<file path="config.mk">
export PLATFORM = sky130hd
export DESIGN_NAME = mul_div_unit_flat
export DESIGN_NICKNAME = d
export VERILOG_FILES = /design/src/rtl/mul_div_unit_if.sv /design/src/rtl/mul_div_unit.sv /design/src/flat_wrapper.sv
export SDC_FILE = /design/constraint.sdc
export NUM_CORES = 1
export LEC_CHECK = 0
export BUFFER_PORTS_ARGS = -buffer_cell sky130_fd_sc_hd__clkbuf_2
export CAP_MARGIN = 20
export CORE_ASPECT_RATIO = 0.9
export CORE_MARGIN = 2
export CORE_UTILIZATION = 60
export DETAILED_ROUTE_END_ITERATION = 12
export PLACE_DENSITY = 0.89
export SLEW_MARGIN = 20
export SYNTH_ARGS = -nofsm -noshare
export SYNTH_HDL_FRONTEND = slang
export SYNTH_SLANG_ARGS = --single-unit
export TNS_END_PERCENT = 50
</file>
<file path="constraint.sdc">
create_clock -name i_Clk -period 4 [get_ports i_Clk]
set_clock_uncertainty 0.1 [all_clocks]
set_input_delay 0.6 -clock i_Clk [delete_from_list [all_inputs] [get_ports i_Clk]]
set_output_delay 0.6 -clock i_Clk [all_outputs]
set_load 0.1 [all_outputs]
</file>
<file path="src/rtl/mul_div_unit_if.sv">
// Request/response bundle between the core control FSM and the M-extension unit.
// The core side drives operands and start; the unit returns busy/done/result.
interface mul_div_unit_if;
    logic        i_Start;
    logic [2:0]  i_Funct3;
    logic [31:0] i_Operand_A;
    logic [31:0] i_Operand_B;
    logic        o_Busy;
    logic        o_Done;
    logic [31:0] o_Result;

    modport master (
        output i_Start, i_Funct3, i_Operand_A, i_Operand_B,
        input  o_Busy, o_Done, o_Result
    );

    modport slave (
        input  i_Start, i_Funct3, i_Operand_A, i_Operand_B,
        output o_Busy, o_Done, o_Result
    );
endinterface

</file>
<file path="src/rtl/mul_div_unit.sv">
// Iterative RV32M multiply/divide: one shared 32-step shift/add/subtract datapath,
// fixed 33-cycle latency from accepting edge to the o_Done pulse for every op.
module mul_div_unit (
    input  logic           i_Clk,
    input  logic           i_Reset,
    mul_div_unit_if.slave  bus
);
    localparam logic [1:0] ST_IDLE = 2'd0;
    localparam logic [1:0] ST_CALC = 2'd1;
    localparam logic [1:0] ST_FIX  = 2'd2;

    logic [1:0]  state_reg;
    logic [4:0]  step_reg;
    logic [2:0]  funct3_reg;
    logic [31:0] a_orig_reg;
    logic [31:0] opnd_reg;
    logic [63:0] prod_reg;
    logic        a_neg_reg;
    logic        b_neg_reg;
    logic        b_zero_reg;
    logic        done_reg;
    logic [31:0] result_reg;

    logic        a_signed_in;
    logic        b_signed_in;
    logic        a_neg_in;
    logic        b_neg_in;
    logic [31:0] a_mag_in;
    logic [31:0] b_mag_in;

    logic [32:0] mul_sum;
    logic [63:0] mul_step;
    logic [32:0] rem_shift;
    logic [33:0] rem_trial;
    logic [63:0] div_step;
    logic [63:0] step_next;

    logic        sign_diff;
    logic [63:0] prod_signed;
    logic [31:0] quo_fix;
    logic [31:0] rem_fix;
    logic [31:0] result_next;
    logic        unused_bits;

    // Operand signedness; MUL low word is sign-agnostic so it runs unsigned.
    always_comb begin
        a_signed_in = 1'b0;
        b_signed_in = 1'b0;
        case (bus.i_Funct3)
            3'b001, 3'b100, 3'b110: begin
                a_signed_in = 1'b1;
                b_signed_in = 1'b1;
            end
            3'b010:  a_signed_in = 1'b1;
            default: ;
        endcase
    end

    assign a_neg_in = a_signed_in & bus.i_Operand_A[31];
    assign b_neg_in = b_signed_in & bus.i_Operand_B[31];
    assign a_mag_in = a_neg_in ? (~bus.i_Operand_A + 32'd1) : bus.i_Operand_A;
    assign b_mag_in = b_neg_in ? (~bus.i_Operand_B + 32'd1) : bus.i_Operand_B;

    // One iteration of either algorithm. Both start from {0, |A|} with |B| in opnd_reg:
    // multiply consumes the low half as the multiplier, divide shifts it out as the dividend.
    always_comb begin
        mul_sum   = {1'b0, prod_reg[63:32]} + {1'b0, opnd_reg};
        mul_step  = prod_reg[0] ? {mul_sum, prod_reg[31:1]} : {1'b0, prod_reg[63:1]};
        rem_shift = {prod_reg[63:32], prod_reg[31]};
        rem_trial = {1'b0, rem_shift} - {2'b0, opnd_reg};
        div_step  = rem_trial[33] ? {rem_shift[31:0], prod_reg[30:0], 1'b0}
                                  : {rem_trial[31:0], prod_reg[30:0], 1'b1};
        step_next = funct3_reg[2] ? div_step : mul_step;
    end

    // A kept remainder is always below the divisor, so bit 32 of the trial is zero there.
    assign unused_bits = rem_trial[32];

    // Sign restoration; divide-by-zero overrides, signed overflow falls out naturally.
    always_comb begin
        sign_diff   = a_neg_reg ^ b_neg_reg;
        prod_signed = sign_diff ? (~prod_reg + 64'd1) : prod_reg;
        quo_fix     = b_zero_reg ? 32'hFFFF_FFFF
                                 : (sign_diff ? (~prod_reg[31:0] + 32'd1) : prod_reg[31:0]);
        rem_fix     = b_zero_reg ? a_orig_reg
                                 : (a_neg_reg ? (~prod_reg[63:32] + 32'd1) : prod_reg[63:32]);
        case (funct3_reg)
            3'b000:                 result_next = prod_signed[31:0];
            3'b001, 3'b010, 3'b011: result_next = prod_signed[63:32];
            3'b100, 3'b101:         result_next = quo_fix;
            default:                result_next = rem_fix;
        endcase
    end

    always_ff @(posedge i_Clk or negedge i_Reset) begin
        if (!i_Reset) begin
            state_reg  <= ST_IDLE;
            step_reg   <= 5'd0;
            funct3_reg <= 3'd0;
            a_orig_reg <= 32'd0;
            opnd_reg   <= 32'd0;
            prod_reg   <= 64'd0;
            a_neg_reg  <= 1'b0;
            b_neg_reg  <= 1'b0;
            b_zero_reg <= 1'b0;
            done_reg   <= 1'b0;
            result_reg <= 32'd0;
        end else begin
            done_reg <= 1'b0;
            case (state_reg)
                ST_IDLE: begin
                    if (bus.i_Start) begin
                        state_reg  <= ST_CALC;
                        step_reg   <= 5'd31;
                        funct3_reg <= bus.i_Funct3;
                        a_orig_reg <= bus.i_Operand_A;
                        opnd_reg   <= b_mag_in;
                        prod_reg   <= {32'd0, a_mag_in};
                        a_neg_reg  <= a_neg_in;
                        b_neg_reg  <= b_neg_in;
                        b_zero_reg <= (bus.i_Operand_B == 32'd0);
                    end
                end
                ST_CALC: begin
                    prod_reg <= step_next;
                    step_reg <= step_reg - 5'd1;
                    if (step_reg == 5'd0) begin
                        state_reg <= ST_FIX;
                    end
                end
                ST_FIX: begin
                    result_reg <= result_next;
                    done_reg   <= 1'b1;
                    state_reg  <= ST_IDLE;
                end
                default: state_reg <= ST_IDLE;
            endcase
        end
    end

    assign bus.o_Busy   = (state_reg != ST_IDLE);
    assign bus.o_Done   = done_reg;
    assign bus.o_Result = result_reg;
endmodule

</file>
<file path="src/flat_wrapper.sv">
// flat-port wrapper written by rule: the top's interface ports become plain ports
module mul_div_unit_flat 
  (i_Clk, i_Reset, bus_i_Start, bus_i_Funct3, bus_i_Operand_A, bus_i_Operand_B, bus_o_Busy, bus_o_Done, bus_o_Result);
  mul_div_unit_if bus_i ();
  input  logic i_Clk;
  input  logic i_Reset;
  input wire logic [$bits(bus_i.i_Start)-1:0] bus_i_Start;
  input wire logic [$bits(bus_i.i_Funct3)-1:0] bus_i_Funct3;
  input wire logic [$bits(bus_i.i_Operand_A)-1:0] bus_i_Operand_A;
  input wire logic [$bits(bus_i.i_Operand_B)-1:0] bus_i_Operand_B;
  output wire logic [$bits(bus_i.o_Busy)-1:0] bus_o_Busy;
  output wire logic [$bits(bus_i.o_Done)-1:0] bus_o_Done;
  output wire logic [$bits(bus_i.o_Result)-1:0] bus_o_Result;
  assign bus_i.i_Start = bus_i_Start;
  assign bus_i.i_Funct3 = bus_i_Funct3;
  assign bus_i.i_Operand_A = bus_i_Operand_A;
  assign bus_i.i_Operand_B = bus_i_Operand_B;
  assign bus_o_Busy = bus_i.o_Busy;
  assign bus_o_Done = bus_i.o_Done;
  assign bus_o_Result = bus_i.o_Result;
  mul_div_unit u_core (.i_Clk(i_Clk), .i_Reset(i_Reset), .bus(bus_i));
endmodule
</file>
==> results of run 1 <==
==> area by class of cell <==
type,count,area [µm²],share of cell area [%]
Clock inverter,13,156.4,0.9156
Sequential cell,174,4359,25.52
Timing Repair Buffer,157,952.2,5.574
Inverter,66,247.7,1.450
Tap cell,348,435.4,2.549
Clock buffer,19,442.9,2.593
Multi-Input combinational cell,1649,10490,61.40
==> placed cells by master (no fill, tap or decap), types with 15 or more instances in the layout <==
cell type / count
sky130_fd_sc_hd__nor4_1: 15
sky130_fd_sc_hd__o31ai_1: 27
sky130_fd_sc_hd__nand2_1: 332
sky130_fd_sc_hd__xor2_1: 92
sky130_fd_sc_hd__a21oi_1: 142
sky130_fd_sc_hd__a21o_1: 32
sky130_fd_sc_hd__clkbuf_2: 102
sky130_fd_sc_hd__o21a_1: 16
sky130_fd_sc_hd__nand3_1: 37
sky130_fd_sc_hd__dfrtp_1: 172
sky130_fd_sc_hd__nor3_1: 48
sky130_fd_sc_hd__nor2_1: 124
sky130_fd_sc_hd__o211ai_1: 45
sky130_fd_sc_hd__xnor2_1: 100
sky130_fd_sc_hd__or3_1: 19
sky130_fd_sc_hd__mux2i_1: 42
sky130_fd_sc_hd__or4_1: 16
sky130_fd_sc_hd__o21ai_0: 197
sky130_fd_sc_hd__clkbuf_16: 17
sky130_fd_sc_hd__a211oi_1: 28
sky130_fd_sc_hd__nand2b_1: 15
sky130_fd_sc_hd__ha_1: 70
sky130_fd_sc_hd__a221oi_1: 22
sky130_fd_sc_hd__inv_1: 65
sky130_fd_sc_hd__buf_4: 52
sky130_fd_sc_hd__a31oi_1: 27
==> cells in the mapped netlist (28+ instances only) <==
| cell | n |
|---|---|
| sky130_fd_sc_hd__nor3_1 | 48 |
| sky130_fd_sc_hd__a21o_1 | 32 |
| sky130_fd_sc_hd__o211ai_1 | 45 |
| sky130_fd_sc_hd__nand3_1 | 37 |
| sky130_fd_sc_hd__inv_1 | 65 |
| sky130_fd_sc_hd__nand2_1 | 333 |
| sky130_fd_sc_hd__xor2_1 | 93 |
| sky130_fd_sc_hd__mux2i_1 | 42 |
| sky130_fd_sc_hd__a21oi_1 | 142 |
| sky130_fd_sc_hd__nor2_1 | 124 |
| sky130_fd_sc_hd__dfrtp_1 | 174 |
| sky130_fd_sc_hd__o21ai_0 | 197 |
| sky130_fd_sc_hd__clkbuf_1 | 119 |
| sky130_fd_sc_hd__ha_1 | 70 |
| sky130_fd_sc_hd__a211oi_1 | 28 |
| sky130_fd_sc_hd__xnor2_1 | 100 |
==> metrics by stage <==
| stage | hold WS [ns] | instance area (µm²) | worst slack (ns) | cells | utilization, % |
|---|---|---|---|---|---|
| after floorplan | 0.2044 | 15760 | 0.7143 | 2043 | - |
| after global placement | 0.3587 | 16480 | 0.4526 | 2394 | 63.58 |
| after detailed placement | 0.3703 | 16480 | 0.3236 | 2394 | 63.58 |
| after CTS | 0.1889 | 17080 | 0.3198 | 2426 | 65.89 |
| after global routing | 0.2196 | 17080 | 0.1129 | 2426 | 65.89 |
| final | 0.1187 | 17080 | 0.2438 | 2426 | 65.89 |
==> critical path: stages, from the launching register on <==
cell,delay [ns]
sky130_fd_sc_hd__dfrtp_1,0.47
sky130_fd_sc_hd__inv_1,0.20
sky130_fd_sc_hd__ha_1,0.20
sky130_fd_sc_hd__inv_1,0.06
sky130_fd_sc_hd__fa_1,0.41
sky130_fd_sc_hd__a21o_1,0.22
sky130_fd_sc_hd__a221oi_1,0.25
sky130_fd_sc_hd__buf_4,0.19
sky130_fd_sc_hd__o41a_1,0.23
sky130_fd_sc_hd__nand3b_1,0.15
sky130_fd_sc_hd__a21oi_1,0.32
sky130_fd_sc_hd__o21ai_0,0.17
sky130_fd_sc_hd__xnor2_1,0.15
sky130_fd_sc_hd__o2111a_1,0.24
sky130_fd_sc_hd__a311oi_1,0.29
==> worst max-delay path by stage <==
stage	from	slack [ns]	to	cells after the start
2_1_floorplan	u_core.prod_reg[0]	0.71	u_core.bus.o_Result[28]	14
3_3_place_gp	u_core.prod_reg[31]	0.45	u_core.prod_reg[60]	14
3_5_place_dp	bus_i_Operand_B[4]	0.32	u_core.opnd_reg[30]	10
4_1_cts	u_core.prod_reg[31]	0.32	u_core.prod_reg[60]	14
5_1_grt	u_core.prod_reg[32]	0.11	u_core.prod_reg[53]	12
6_report	u_core.prod_reg[31]	0.24	u_core.prod_reg[60]	14
==> logic make-up (layout without fill, tap and decap cells) <==
family	after synthesis	in the layout	synth area share, %
DFF	174	174	27.62
adders and majority gates	72	72	5.810
xor gates and xnor gates	193	193	10.72
AOI/OAI and AO/OA	648	648	26.60
buffers and inverters	220	255	6.049
and+or+nand+nor	691	691	20.31
muxes	45	45	2.881
==> layer usage <==
metal | vias up | share of wire [%] | global-route usage (%)
li1 | 7375 | - | -
met1 | 7651 | 42 | 53.58
met2 | 1035 | 42 | 55.43
met3 | 129 | 13 | 10.59
met4 | 0 | 2.9 | 13.29
met5 | - | 0 | 0
==> impl_summary.txt, run 1 <==
----------------------------------------------------
[Flow run]
  Number of maximum-capacitance violations ... 0

[Timing]
  Total count of max-transition violations in the final report ... 0
  Peak Freq ... between 200 and 300 MHz
  Setup Viol. Count Final ... 0
  Total Neg Setup Slack ... 0 ns
  Slew Limit Headroom ... 31.84%
  Final Hold Fails ... 0
  Crit path time final ... roughly 3.8 ns
  RSZ-0062 raised after global routing ... no
  Post-route clock period utilization ... 93.91%
  Slew of the pin with the lowest slew margin ... slightly above 1 ns

[Synthesis]
  Number of enable-type register cells in the synthesized netlist ... 0
  Distinct cell type count after synthesis ... 90
  Synthesized area per cell ... 7.715 µm²
  Netlist area before placement ... 0.01576 mm²
  Synth Net Count ... 2,185
  Number of instances in the synthesized netlist ... 2,043
  Primary flip-flop cell chosen by synthesis mapping ... sky130_fd_sc_hd__dfrtp_1
  Post-synthesis sequential area ratio ... about 28%
  Area share of the largest cell type after synthesis ... between 20 and 30%
  Share of flip-flops with an asynchronous set or reset ... 100.0%
  Largest cells by area after synthesis ... sky130_fd_sc_hd__dfrtp_1, sky130_fd_sc_hd__nand2_1, sky130_fd_sc_hd__o21ai_0
  Yosys top cell by area ... sky130_fd_sc_hd__dfrtp_1
  Flop and latch count out of synthesis ... 174
  Warnings from Yosys ... 0

[Placement]
  Detailed placement HPWL ... 38.96 mm
  Routability congestion estimate from global placement ... a little over 1
  Count of buffers from port buffering ... 103

[Route]
  Vias ... roughly 16,000
  Drt wl/cell ... 21.67 µm
  ANT nets after route ... 0
  Number of detailed-route iterations in the first pass ... 9
  First-iteration detailed-routing DRC count ... 2,354
  Total Routed Length ... about 53 mm
  DRC violations left ... 0
  Routed vias/inst ... 6.674

[Critical path]
  Critical path fanouts, max ... 6
  Launching point of the worst reg2reg path ... u_core.prod_reg[31]
  Nature of the critical path endpoint ... flop
  Startpoint type of the worst setup path ... flop
  Reg2reg path depth ... 14
  Category of the critical setup timing path ... reg -> reg
  CP arrival ... 4.01 ns
  R2R Setup Slk ... 0.24 ns
  Worst path required time ... about 4.3 ns
  Critical R2R Capture ... u_core.prod_reg[60]

[Floorplanning]
  Die ar. ... 0.02759 mm²
  Number of placement rows ... between 50 and 60
  Die Span Y ... 157.8 µm
  Starting density of the core ... 60.80%
  Top Ports ... 104
  Die W ... 174.9 µm
  Area inside the core boundary ... 0.02592 mm²

[Global route]
  Maximum number of pins on one net before global-route repair ... 100
  Grt ovf ... 0
  Combined global-route utilization of all metal layers ... about 38%
  Via count of the first global-routing pass ... 14,630
  Global-route wire length before repair ... slightly above 80 mm
  Number of antenna violations at the first check in global routing ... 0

[Finish]
  Number of antenna diodes ... 0
  Flip-flop count of the largest register after layout ... 64
  Growth of design area from synthesis to finish ... 8.367%
  Share of cells above drive strength 1 ... 11.07%
  Nets ... between 2,000 and 2,500
  Number of fillers in the final layout ... 2,170

[Hold path]
  Hold WC Path Type ... in -> async

[Status]
  Outcome ... finished, final reports clean

[CTS]
  TritonCTS clock tree ... built
  Inserted Clock Buffers ... 17
  Post-cts sizing count ... 0
  Clock tree root driver cell ... sky130_fd_sc_hd__clkbuf_16
  Postcts setup bufs ... 0
  Clock latency at the later pin of the worst-skew pair ... about 0.46 ns
  Count of clock tree sinks ... 174
  Number of buffers inserted by hold repair at cts ... 0
  H-tree depth ... 4
  Longest Clk Path Bufs ... 2
  Clock transition at the registers of the reported paths ... 0.08 ns

----------------------------------------------------
Power of run 1 is not shown: default switching activity piles up to over one toggle a cycle in this logic, so the estimate is an artifact.
==> run 2, diff against run 1 <==
ABC_AREA = 1   (was default)
clock period = 4.37 ns   (was 4 ns; I/O delays follow)
==> run 2 against run 1 <==
Against the previous run: cell count rose by 53%; design area is 17% higher; via count grew 42%; worst hold slack improved by 0.054 ns; global-route usage increased by 9.8 points; critical path depth rose by 1.
==> impl_summary.txt, run 2 <==
----------------------------------------------------
[Critical path]
  Count of buffering cells on the critical path with inverters included ... 2
  Chain of cells forming the critical path ... inv_1 > fa_1 > inv_1 > nand3_1 > nand3_1 > nand2_1 > nand2_1 > nand2_1 > nand3_1 > nand2_1 > nand2_1 > nand2_1 > a21oi_1 > nand2_1 > nand2_1
  Nature of the critical path endpoint ... flop
  Critical path's most frequent cell ... sky130_fd_sc_hd__nand2_1
  Startpoint type of the worst setup path ... flop
  Cell family contributing the most delay on the critical path ... simple AND/OR/NAND/NOR gates
  Critical path fanouts, max ... 8
  Worst path required time ... 4.67 ns
  CP arrival ... 3.50 ns
  Category of the critical setup timing path ... reg -> reg
  Max stage delay on crit path ... 0.61 ns
  Critical path's slowest cell ... sky130_fd_sc_hd__dfrtp_1

[CTS]
  Inserted Clock Buffers ... 17
  Clock transition at the registers of the reported paths ... 0.08 ns
  Clock latency at the later pin of the worst-skew pair ... approximately 0.47 ns
  TritonCTS clock tree ... built
  Post-cts sizing count ... 0
  Count of clock tree sinks ... 174
  Longest Clk Path Bufs ... 2
  Number of buffers inserted by hold repair at cts ... 0
  H-tree depth ... 4
  Postcts setup bufs ... 0
  Clock tree root driver cell ... sky130_fd_sc_hd__clkbuf_16

[Synthesis]
  Primary flip-flop cell chosen by synthesis mapping ... sky130_fd_sc_hd__dfrtp_1
  Number of instances in the synthesized netlist ... 3,257
  Post-synthesis sequential area ratio ... 23.29%
  Netlist area before placement ... 0.01870 mm²
  Distinct cell type count after synthesis ... 55
  Warnings from Yosys ... 0
  Most frequent cell after synthesis ... sky130_fd_sc_hd__nand2_1
  Area share of the largest cell type after synthesis ... 23.29%
  Synth Net Count ... about 3,400
  Yosys top cell by area ... sky130_fd_sc_hd__dfrtp_1
  Synthesized area per cell ... ~5.7 µm²
  Share of flip-flops with an asynchronous set or reset ... 100.0%
  Largest cells by area after synthesis ... sky130_fd_sc_hd__dfrtp_1, sky130_fd_sc_hd__nand2_1, sky130_fd_sc_hd__nand3_1
  Number of enable-type register cells in the synthesized netlist ... 0
  Flop and latch count out of synthesis ... ~170
  Leading post-synthesis cells by instance count ... sky130_fd_sc_hd__nand2_1, sky130_fd_sc_hd__inv_1, sky130_fd_sc_hd__nor2_1

[Floorplanning]
  Top Ports ... about 100
  Number of placement rows ... slightly above 60
  Starting density of the core ... ~61%
  Die ar. ... 0.03259 mm²
  Die Span Y ... 171.5 µm
  Die W ... 190.1 µm
  Area inside the core boundary ... 0.03076 mm²

[Timing]
  Final Hold Fails ... 0
  Peak Freq ... 312.9 MHz
  Setup Viol. Count Final ... 0
  Final critical-path setup slack ... 1.174 ns
  Post-route clock period utilization ... 73.14%
  Crit path time final ... 3.196 ns
  RSZ-0062 raised after global routing ... no
  Slew Limit Headroom ... 23.58%
  Total count of max-transition violations in the final report ... 0
  Tightest hold margin ... between 0.15 and 0.2 ns
  Slew of the pin with the lowest slew margin ... 1.146 ns
  Total Neg Setup Slack ... 0 ns

[Global route]
  Combined global-route utilization of all metal layers ... 47.71%
  Most crowded layer after global routing ... met1
  Grt ovf ... 0
  Via count of the first global-routing pass ... 20,300
  Fraction of met1 tracks used by global routing ... about two thirds
  Maximum number of pins on one net before global-route repair ... roughly 110
  Global-route met2 utilization ... 66.25%
  Global-route wire length before repair ... between 100 and 150 mm
  Number of antenna violations at the first check in global routing ... 1
  Global routing usage on met3 ... 17.26%

[Hold path]
  Hold WC Path Type ... in -> async

[Finish]
  Share of cells above drive strength 1 ... 7.522%
  Flip-flop count of the largest register after layout ... 64
  Commonest non-fill, non-tap cells in the layout ... sky130_fd_sc_hd__nand2_1, sky130_fd_sc_hd__inv_1, sky130_fd_sc_hd__nor2_1
  Nets ... about 3,400
  Most common cell after layout, fill and taps aside ... sky130_fd_sc_hd__nand2_1
  Growth of design area from synthesis to finish ... 6.872%
  Number of antenna diodes ... 0
  Number of fillers in the final layout ... about 3,000

[Placement]
  Count of buffers from port buffering ... 103
  Detailed placement HPWL ... between 60 and 70 mm
  Worst slack, placed ... around 1.4 ns
  Routability congestion estimate from global placement ... 1.113

[Route]
  ANT nets after route ... 0
  Vias ... approximately 23,000
  Total Routed Length ... 78.03 mm
  DRC violations left ... 0
  Drt wl/cell ... 21.06 µm
  First-iteration detailed-routing DRC count ... 3,716
  Routed vias/inst ... around 6.2
  Number of detailed-route iterations in the first pass ... 7

[Flow run]
  Number of maximum-capacitance violations ... 0

[Status]
  Outcome ... finished, final reports clean

----------------------------------------------------
run 2: cell count changes in the layout (fill, tap and decap cells not counted), moves of 27 or more:
cell                       before   now
sky130_fd_sc_hd__nand2_1      332  1084
sky130_fd_sc_hd__inv_1         65   425
sky130_fd_sc_hd__nand3_1       37   337
sky130_fd_sc_hd__nor2_1       124   340
sky130_fd_sc_hd__xnor2_1      100     9
sky130_fd_sc_hd__mux2i_1       42     0
sky130_fd_sc_hd__xor2_1        92    57
sky130_fd_sc_hd__a21o_1        32     1
sky130_fd_sc_hd__o211ai_1      45    15
sky130_fd_sc_hd__a211oi_1      28     0
sky130_fd_sc_hd__nand4_1       12    39
run 2: final cells by class:
class | instances | area (µm²) | area share [%]
Clock buffer | 18 | 429.2 | 2.148
Clock inverter | 14 | 150.1 | 0.7514
Inverter | 439 | 1648 | 8.246
Multi-Input combinational cell | 2521 | 12130 | 60.71
Sequential cell | 174 | 4355 | 21.80
Tap cell | 409 | 511.7 | 2.561
Timing Repair Buffer | 131 | 757.0 | 3.788
run 2: path summary, 6_finish.rpt:
path	to	slack [ns]	from	depth (start not counted)
max reg2reg	u_core.prod_reg[63]	1.17	u_core.prod_reg[33]	15
min	u_core.bus.o_Done	0.17	i_Reset	1
min reg2reg	u_core.bus.o_Result[31]	0.38	u_core.bus.o_Result[31]	2
max in group asynchronous	u_core.prod_reg[13]	3.07	i_Reset	2
min in group i_Clk	u_core.a_orig_reg[31]	0.34	bus_i_Operand_A[31]	3
max	u_core.prod_reg[63]	1.17	u_core.prod_reg[33]	15
run 2: cell families (layout without fill, tap and decap cells):
group | count (synthesis) | in the layout | synth area share, %
compound gates | 466 | 466 | 13.50
xor+xnor | 67 | 67 | 3.179
fa+ha+maj | 72 | 72 | 4.898
buf+inv | 562 | 602 | 11.95
flops | 174 | 174 | 23.29
simple gates | 1916 | 1916 | 43.18
run 2: per-layer routing:
metal  routed length, µm  vias up
li1                    -    10420
met1               31180    10450
met2               30370     1832
met3               13210      242
met4                3251        2
met5                  13        -
run 2: through the flow:
stage | utilization, % | instance area [µm²] | cells
CTS | 64.90 | 19960 | 3705
detailed placement | 63.02 | 19380 | 3673
global placement | 63.02 | 19380 | 3673
floorplan | - | 18700 | 3257
global route | 64.97 | 19980 | 3706
finish | 64.97 | 19980 | 3706
Power of run 2 is left out for the same reason.
